--- src/rtl/led_matrix_scheduler.sv ---
// Two-source 8x8 LED matrix scheduler: per-requester pending slots, round-robin with minimum hold,
// frame-aligned display swap and row/column scan. Optional macro LED_SCHED_BLANK_EN blanks each row's start.
module led_matrix_scheduler #(
    parameter int unsigned SCAN_DIV    = 65536,
    parameter int unsigned HOLD_FRAMES = 4
) (
    input  logic        i_CLK,
    input  logic        i_RSTn,
    input  logic        i_REQ0_DV,
    input  logic [63:0] i_REQ0_DATA,
    output logic        o_REQ0_ACK,
    input  logic        i_REQ1_DV,
    input  logic [63:0] i_REQ1_DATA,
    output logic        o_REQ1_ACK,
    output logic [7:0]  o_ROWS,
    output logic [7:0]  o_COLS,
    output logic        o_OWNER,
    output logic        o_FRAME_TICK
);

    localparam int unsigned    PRE_W     = (SCAN_DIV > 1) ? $clog2(SCAN_DIV) : 1;
    localparam logic [PRE_W-1:0] PRE_LAST  = PRE_W'(SCAN_DIV - 1);
    localparam logic [PRE_W-1:0] BLANK_LEN = PRE_W'(SCAN_DIV >> 3);
    localparam logic [7:0]     HOLD_MIN  = 8'(HOLD_FRAMES);
`ifdef LED_SCHED_BLANK_EN
    localparam logic           BLANK_EN  = 1'b1;
`else
    localparam logic           BLANK_EN  = 1'b0;
`endif

    typedef enum logic {ST_IDLE, ST_SCAN} state_e;

    state_e             state_q, state_d;
    logic [PRE_W-1:0]   pre_q, pre_d;
    logic [2:0]         row_q, row_d;
    logic [1:0]         full_q, full_d;
    logic [63:0]        slot0_q, slot0_d, slot1_q, slot1_d;
    logic [63:0]        disp_q, disp_d;
    logic               owner_q, owner_d;
    logic [7:0]         hold_q, hold_d;
    logic [1:0]         ack_q, ack_d;
    logic               tick_q, tick_d;
    logic [7:0]         rows_q, rows_d, cols_q, cols_d;

    logic               row_end, frame_end, other, show;
    logic [7:0]         hold_inc;

    // Next-state: scan counters, frame-boundary arbitration, slot capture, registered outputs
    always_comb begin
        state_d  = state_q;
        pre_d    = pre_q;
        row_d    = row_q;
        full_d   = full_q;
        slot0_d  = slot0_q;
        slot1_d  = slot1_q;
        disp_d   = disp_q;
        owner_d  = owner_q;
        hold_d   = hold_q;
        ack_d    = 2'b00;
        tick_d   = 1'b0;
        rows_d   = 8'h00;
        cols_d   = 8'hFF;
        show     = 1'b0;

        row_end   = (pre_q == PRE_LAST);
        frame_end = row_end && (row_q == 3'd7);
        other     = ~owner_q;
        hold_inc  = (hold_q == 8'hFF) ? hold_q : hold_q + 8'd1;

        if (row_end) begin
            pre_d = '0;
            row_d = row_q + 3'd1;
        end else begin
            pre_d = pre_q + PRE_W'(1);
        end

        if (frame_end) begin
            tick_d = 1'b1;
            if (state_q == ST_IDLE) begin
                if (full_q[0]) begin
                    disp_d    = slot0_q;
                    owner_d   = 1'b0;
                    full_d[0] = 1'b0;
                    hold_d    = 8'd0;
                    state_d   = ST_SCAN;
                end else if (full_q[1]) begin
                    disp_d    = slot1_q;
                    owner_d   = 1'b1;
                    full_d[1] = 1'b0;
                    hold_d    = 8'd0;
                    state_d   = ST_SCAN;
                end
            end else if (full_q[other] && (!full_q[owner_q] || hold_inc >= HOLD_MIN)) begin
                disp_d        = other ? slot1_q : slot0_q;
                owner_d       = other;
                full_d[other] = 1'b0;
                hold_d        = 8'd0;
            end else begin
                hold_d = hold_inc;
                if (full_q[owner_q]) begin
                    disp_d          = owner_q ? slot1_q : slot0_q;
                    full_d[owner_q] = 1'b0;
                end
            end
        end

        // A slot emptied on the boundary cycle is still full here, so its ack waits one cycle
        if (i_REQ0_DV && !full_q[0]) begin
            slot0_d   = i_REQ0_DATA;
            full_d[0] = 1'b1;
            ack_d[0]  = 1'b1;
        end
        if (i_REQ1_DV && !full_q[1]) begin
            slot1_d   = i_REQ1_DATA;
            full_d[1] = 1'b1;
            ack_d[1]  = 1'b1;
        end

        show = (state_d == ST_SCAN);
        if (BLANK_EN && (pre_d < BLANK_LEN)) begin
            show = 1'b0;
        end
        if (show) begin
            rows_d = 8'd1 << row_d;
            cols_d = ~disp_d[{row_d, 3'b000} +: 8];
        end
    end

    always_ff @(posedge i_CLK) begin
        if (!i_RSTn) begin
            state_q <= ST_IDLE;
            pre_q   <= '0;
            row_q   <= 3'd0;
            full_q  <= 2'b00;
            slot0_q <= 64'd0;
            slot1_q <= 64'd0;
            disp_q  <= 64'd0;
            owner_q <= 1'b0;
            hold_q  <= 8'd0;
            ack_q   <= 2'b00;
            tick_q  <= 1'b0;
            rows_q  <= 8'h00;
            cols_q  <= 8'hFF;
        end else begin
            state_q <= state_d;
            pre_q   <= pre_d;
            row_q   <= row_d;
            full_q  <= full_d;
            slot0_q <= slot0_d;
            slot1_q <= slot1_d;
            disp_q  <= disp_d;
            owner_q <= owner_d;
            hold_q  <= hold_d;
            ack_q   <= ack_d;
            tick_q  <= tick_d;
            rows_q  <= rows_d;
            cols_q  <= cols_d;
        end
    end

    assign o_REQ0_ACK   = ack_q[0];
    assign o_REQ1_ACK   = ack_q[1];
    assign o_ROWS       = rows_q;
    assign o_COLS       = cols_q;
    assign o_OWNER      = owner_q;
    assign o_FRAME_TICK = tick_q;

endmodule

--- config.mk ---
export PLATFORM = sky130hd
export DESIGN_NAME = led_matrix_scheduler
export DESIGN_NICKNAME = d
export VERILOG_FILES = /design/src/rtl/led_matrix_scheduler.sv
export SDC_FILE = /design/constraint.sdc
export NUM_CORES = 1
export LEC_CHECK = 0
export CAP_MARGIN = 10
export CORE_ASPECT_RATIO = 0.75
export CORE_MARGIN = 2
export CORE_UTILIZATION = 62
export CTS_CLUSTER_DIAMETER = 100
export DETAILED_ROUTE_END_ITERATION = 7
export PLACE_DENSITY = 0.86
export SETUP_SLACK_MARGIN = 0.05
export SLEW_MARGIN = 20
export SYNTH_ARGS = -nofsm -noshare
export SYNTH_HDL_FRONTEND = slang
export SYNTH_SLANG_ARGS = --single-unit
export TNS_END_PERCENT = 5
--- constraint.sdc ---
create_clock -name i_CLK -period 8.15 [get_ports i_CLK]
set_input_delay 2.445 -clock i_CLK [delete_from_list [all_inputs] [get_ports i_CLK]]
set_output_delay 2.445 -clock i_CLK [all_outputs]
set_load 0.1 [all_outputs]
==> qor.yml, run 1 <==
dr_total_vias: 15600
drive_above_1_share_pct: 5.66
path_max_fanout: 57
antenna_found_initial: 0
crit_family: "buffers and inverters"
synth_cell_types: 81
synth_edf_count: 0
critPathCaptureType: "output pin"
grt_max_degree: 95
rrSetupSlack_ns: 3.30
nNetsFinal: 2080
rsz0062_at_grt: "false"
fillers: 1721
initial_utilization_pct: 63.2
path_buf_inv: 1
die_w_um: 177
root_buffer: "clkbuf_16"
fmax_ghz: 0.191
hold_violations: 0
slew_headroom_pct: 19.7
finish.utilization_pct: 74.1
status: "finished, final reports clean"
gp_congestion: 1.01
p_leak_nw: 5.76
wl_um: 51100
synthArstFlopShare_pct: 0
area_growth_syn_to_layout_pct: 17.2
avgSynthCellArea_um2: 7.38
peakVddDrop_mv: 0.166
dieArea_um2: 23800
clock_latency_ns: 0.54
synth_cells: 1894
cap_violations: 0
synth_area_um2: 14000
htree_levels: 1
critPathKind: "reg -> out"
setup_ws_ns: 2.91
p_per_area_nw_per_um2: 179
setup_tns_ns: 0
cts_resized: 0
ys.warnings.count: 0
worst_pin_slew_ns: 1.20
ant_nets: 0
cts.sinks: 242
die_y_um: 134
dr.pass1.iters: 6
yosysSeqAreaShare_pct: 34.6
cts_setup_buffers: 0
grt_pass1_vias: 14400
critPathLaunchType: "flip-flop"
cts_buffers: 25
path_cells: "clkdlybuf4s50_1"
grt_first_pass_wirelength_um: 78300
ios: 152
ctsHoldBuffers: 0
cts_tree: "yes"
fin_crit_ns: 5.24
path_clk_slew_ns: 0.07
drt_iter0_drc: 2400
fin_worst_skew_ns: 0.0156
rows: 47
slew_viol_final: 0
synth_nets: 2030
place_ws_ns: 3.19
design_area_um2: 16400
cp_slowest_cell: "clkdlybuf4s50_1"
setup_violations: 0
place_area_um2: 15500
hpwl_um: 33400
grt.total_usage_pct: 41.5
core_area_um2: 22100
clock_path_buffers: 3
crit_required_ns: 5.71
n_antenna_cell: 0
synth-seq-cells: 242
critPathMaxStageDelay_ns: 1.29
min_path_type: "reg -> reg"
drcViolationCount: 0
crit_arrival_ns: 2.80
portBuffers: 151
synthFlopType: "dfxtp_1"
wl_per_cell_um: 22.6
vias_per_cell: 6.91
period_share_pct: 64.3
overflow: 0
kinds of logic (layout without fill, tap and decap cells):
logic type	Yosys count	in the layout	synth area share (%)
compound gates	608	608	27.0
xor+xnor	16	16	1.00
fa+ha+maj	4	4	0.358
buf+inv	168	236	4.96
flops	242	242	34.6
mux	138	138	10.2
simple gates	718	718	21.9
layout make-up:
cell class | count | area [um^2] | area share, %
multi-input cells | 1484 | 8480 | 51.7
flip-flops and latches | 242 | 4860 | 29.6
repair buffers | 179 | 1720 | 10.5
clock buffers | 33 | 707 | 4.31
well taps | 294 | 368 | 2.25
clock inverters | 12 | 206 | 1.26
inverters | 12 | 47.5 | 0.290
synthesized netlist by cell type (9+ instances only):
cell type	count	area [um^2]
mux2i_1	123	1230
and2_1	34	213
a21o_1	13	97.6
nor3_1	38	190
nand4_1	9	56.3
nand3_1	23	115
dfxtp_1	242	4840
o21ai_0	109	546
or3_1	12	75.1
a31oi_1	14	87.6
and3_1	11	68.8
xor2_1	11	96.3
nand2_1	375	1410
nor2_1	183	687
clkbuf_1	111	417
o2111ai_1	20	175
mux2_2	12	135
a21oi_1	266	1330
o211ai_1	11	82.6
o22ai_1	43	269
a211oi_1	22	165
buf_2	17	85.1
o21a_1	15	113
buf_1	19	71.3
sequential cells by signal (all words and copies together) (netlist names):
name / count
state_q: 1
slot1_q: 64
ack_q: 2
o_FRAME_TICK: 1
o_ROWS: 8
row_q: 3
disp_q: 64
full_q: 2
o_OWNER: 1
slot0_q: 64
o_COLS: 8
hold_q: 8
pre_q: 16
routing by layer:
metal / GRT usage [%] / vias to the layer above / part of all wire [%]
met2: 62.1 / 1217 / 42
met1: 54.7 / 7204 / 38
met3: 12.9 / 289 / 14
li1: - / 6878 / -
met4: 19.2 / 0 / 5.4
met5: 0 / - / 0
worst paths after layout:
path                 start  cells after the start        end
hold / removal    pre_q[0]                      1   pre_q[0]
hold reg to reg   pre_q[0]                      1   pre_q[0]
setup / recovery   o_OWNER                      1    o_OWNER
setup reg to reg   o_OWNER                      9  o_COLS[7]
through the flow:
stage               power (mW)  std cells  hold slack (ns)
floorplan                 1.51       1894            0.413
global placement          1.65       2211            0.423
detailed placement        1.66       2211            0.431
CTS                       2.92       2256            0.440
global route              3.01       2256            0.474
finish                    2.94       2256            0.443
power by group:
part	switching [mW]	total, mW	internal (mW)
registers	0.0665	1.29	1.22
logic	0.213	0.362	0.149
clock network	0.516	1.29	0.773
total	0.795	2.94	2.14
layout by cell type, fill, tap and decap left out, types with 6 or more instances in the layout:
master and count:
or3_1 12, o2111ai_1 20, o21ai_0 109, nor2_1 183
nand4_1 9, a311oi_1 6, buf_4 28, nand2b_1 8
mux2_2 12, inv_1 8, dfxtp_1 238, a21oi_1 266
a2111oi_0 6, a211oi_1 22, and2_1 34, clkdlybuf4s50_1 151
o2111a_1 8, and3_1 11, o22ai_1 43, nand2_1 372
a31oi_1 14, o211ai_1 11, a21o_1 13, o21a_1 15
nor3_1 37, xor2_1 11, a2bb2oi_1 7, clkbuf_16 26
and4_1 8, nand3_1 23, mux2i_1 123
No activity file was read; power rests on OpenSTA's default activity.
==> run 2: changes to the inputs <==
CORE_UTILIZATION = 58   (was 62)
PLACE_DENSITY = 0.82   (was 0.86)
clock period = 4.9 ns   (was 8.15 ns; I/O delays follow)
==> run 2 against run 1 <==
  * Sequential power is 64% higher
  * Final area grew 0.99%
  * First-iteration DRC count decreased by 2.4%
  * Combinational power rose by 79%
  * Via count is essentially flat
  * Clock power rose by 45%
  * Largest power group unchanged
  * Highest routed layer unchanged
==> qor.yml, run 2 (same netlist as run 1, synthesis figures left out) <==
overflow: 0  # unchanged
crit_arrival_ns: 2.53  # was 2.80 ns
rows: 49  # was 47
critPathKind: "reg -> out"  # unchanged
cp_slowest_cell: "clkdlybuf4s50_1"  # unchanged
area_growth_syn_to_layout_pct: 18.3  # was 17.2%
ios: 152  # unchanged
wl_per_cell_um: 22.3  # was 22.6 um
path_clk_slew_ns: 0.06  # was 0.07 ns
period_share_pct: 81.7
dr.pass1.iters: 6  # unchanged
dr_total_vias: 15600  # about the same
fin_crit_ns: 4.00
critPathCaptureType: "output pin"  # unchanged
final_cell_mix: "nand2_1, a21oi_1, dfxtp_1"  # unchanged
cts_tree: "yes"  # unchanged
cts_resized: 0  # unchanged
rsz0062_at_grt: "false"  # unchanged
path_max_fanout: 35  # was 57
fmax_ghz: 0.250
root_buffer: "clkbuf_16"  # unchanged
ant_nets: 0  # unchanged
path_cells: "clkdlybuf4s50_1"  # unchanged
critPathLaunchType: "flip-flop"  # unchanged
wl_um: 51100  # about the same
htree_levels: 1  # unchanged
regArea_um2: 4860  # unchanged
setup_violations: 0  # unchanged
die_y_um: 138  # was 134 um
clock_latency_ns: 0.54  # about the same
setup_tns_ns: 0  # unchanged
grt_max_degree: 100  # was 95
fillers: 1948  # was 1721
grt_pass1_vias: 14500  # was 14400
hold_violations: 0  # unchanged
drcViolationCount: 0  # unchanged
clock_path_buffers: 3  # unchanged
rrSetupSlack_ns: 1.00  # was 3.30 ns
crit_required_ns: 3.43  # was 5.71 ns
slew_viol_final: 0  # unchanged
gp_congestion: 1.08  # was 1.01
peakVddDrop_mv: 0.235  # was 0.166 mV
p_per_area_nw_per_um2: 280  # was 179 nW/um^2
crit_family: "buffers and inverters"  # unchanged
drt_iter0_drc: 2342  # was 2400
die_w_um: 183  # was 177 um
path_buf_inv: 1  # unchanged
dieArea_um2: 25400  # was 23800 um^2
fin_worst_skew_ns: 0.0130  # was 0.0156 ns
finish.utilization_pct: 69.4  # was 74.1%
slew_headroom_pct: 28.1  # was 19.7%
hpwl_um: 34100  # was 33400 um
antenna_found_initial: 2  # was 0
cts_setup_buffers: 0  # unchanged
portBuffers: 151  # unchanged
cap_violations: 0  # unchanged
p_leak_nw: 5.85  # was 5.76 nW
cts.sinks: 242  # unchanged
nNetsFinal: 2105  # was 2080
min_path_type: "reg -> reg"  # unchanged
ctsHoldBuffers: 0  # unchanged
top_regs: "disp_q (64), slot0_q (64), slot1_q (64)"  # unchanged
cts_buffers: 25  # unchanged
multi_input_area_um2: 8480  # unchanged
core_area_um2: 23800  # was 22100 um^2
worst_pin_slew_ns: 1.08  # was 1.20 ns
drive_above_1_share_pct: 6.75  # was 5.66%
initial_utilization_pct: 58.6  # was 63.2%
status: "finished, final reports clean"  # unchanged
grt_first_pass_wirelength_um: 78900  # was 78300 um
grt.total_usage_pct: 39.0  # was 41.5%
vias_per_cell: 6.80  # was 6.91
critPathMaxStageDelay_ns: 1.26  # was 1.29 ns
layout_commonest_cell: "nand2_1"  # unchanged
run 2: per-layer routing:
| layer | wire length [um] | vias to the layer above | track usage [%] |
|---|---|---|---|
| met2 | 21900 | 1164 | 59.0 |
| met3 | 7000 | 256 | 13.0 |
| met5 | 0 | - | 0 |
| li1 | - | 6937 | - |
| met1 | 19700 | 7218 | 50.8 |
| met4 | 2510 | 0 | 16.6 |
run 2: final timing paths:
path	from	end	cells past startpoint
worst min register to register	slot0_q[19]	slot0_q[19]	2
worst min-delay path	slot0_q[19]	slot0_q[19]	2
worst max-delay path	o_OWNER	o_OWNER	1
worst max register to register	o_OWNER	o_COLS[5]	8
run 2: final cells by class:
| type | instances | area share, % |
|---|---|---|
| antenna | 2 | 0.0302 |
| clock buffer | 32 | 4.18 |
| clock inverter | 10 | 0.529 |
| inverter | 12 | 0.287 |
| multi-input combinational | 1484 | 51.2 |
| sequential | 242 | 29.4 |
| tap | 306 | 2.31 |
| timing repair buffer | 204 | 12.1 |
run 2: stage by stage:
step                      instances  hold WS (ns)  power (mW)  worst slack (ns)  cell area, um^2
after floorplan                1894         0.413        2.51              1.44            14000
after global placement         2248         0.422        2.76              1.23            15800
after detailed placement       2248         0.451        2.78              1.16            15800
after CTS                      2290         0.459        4.62             0.903            16500
after global routing           2290         0.492        4.77             0.855            16500
final                          2292         0.456        4.64             0.898            16500
run 2: report_power, final:
part           switching [mW]  internal (mW)  total (mW)
Combinational           0.380          0.266       0.647
Sequential             0.0876           2.03        2.12
Clock                   0.825           1.05        1.87
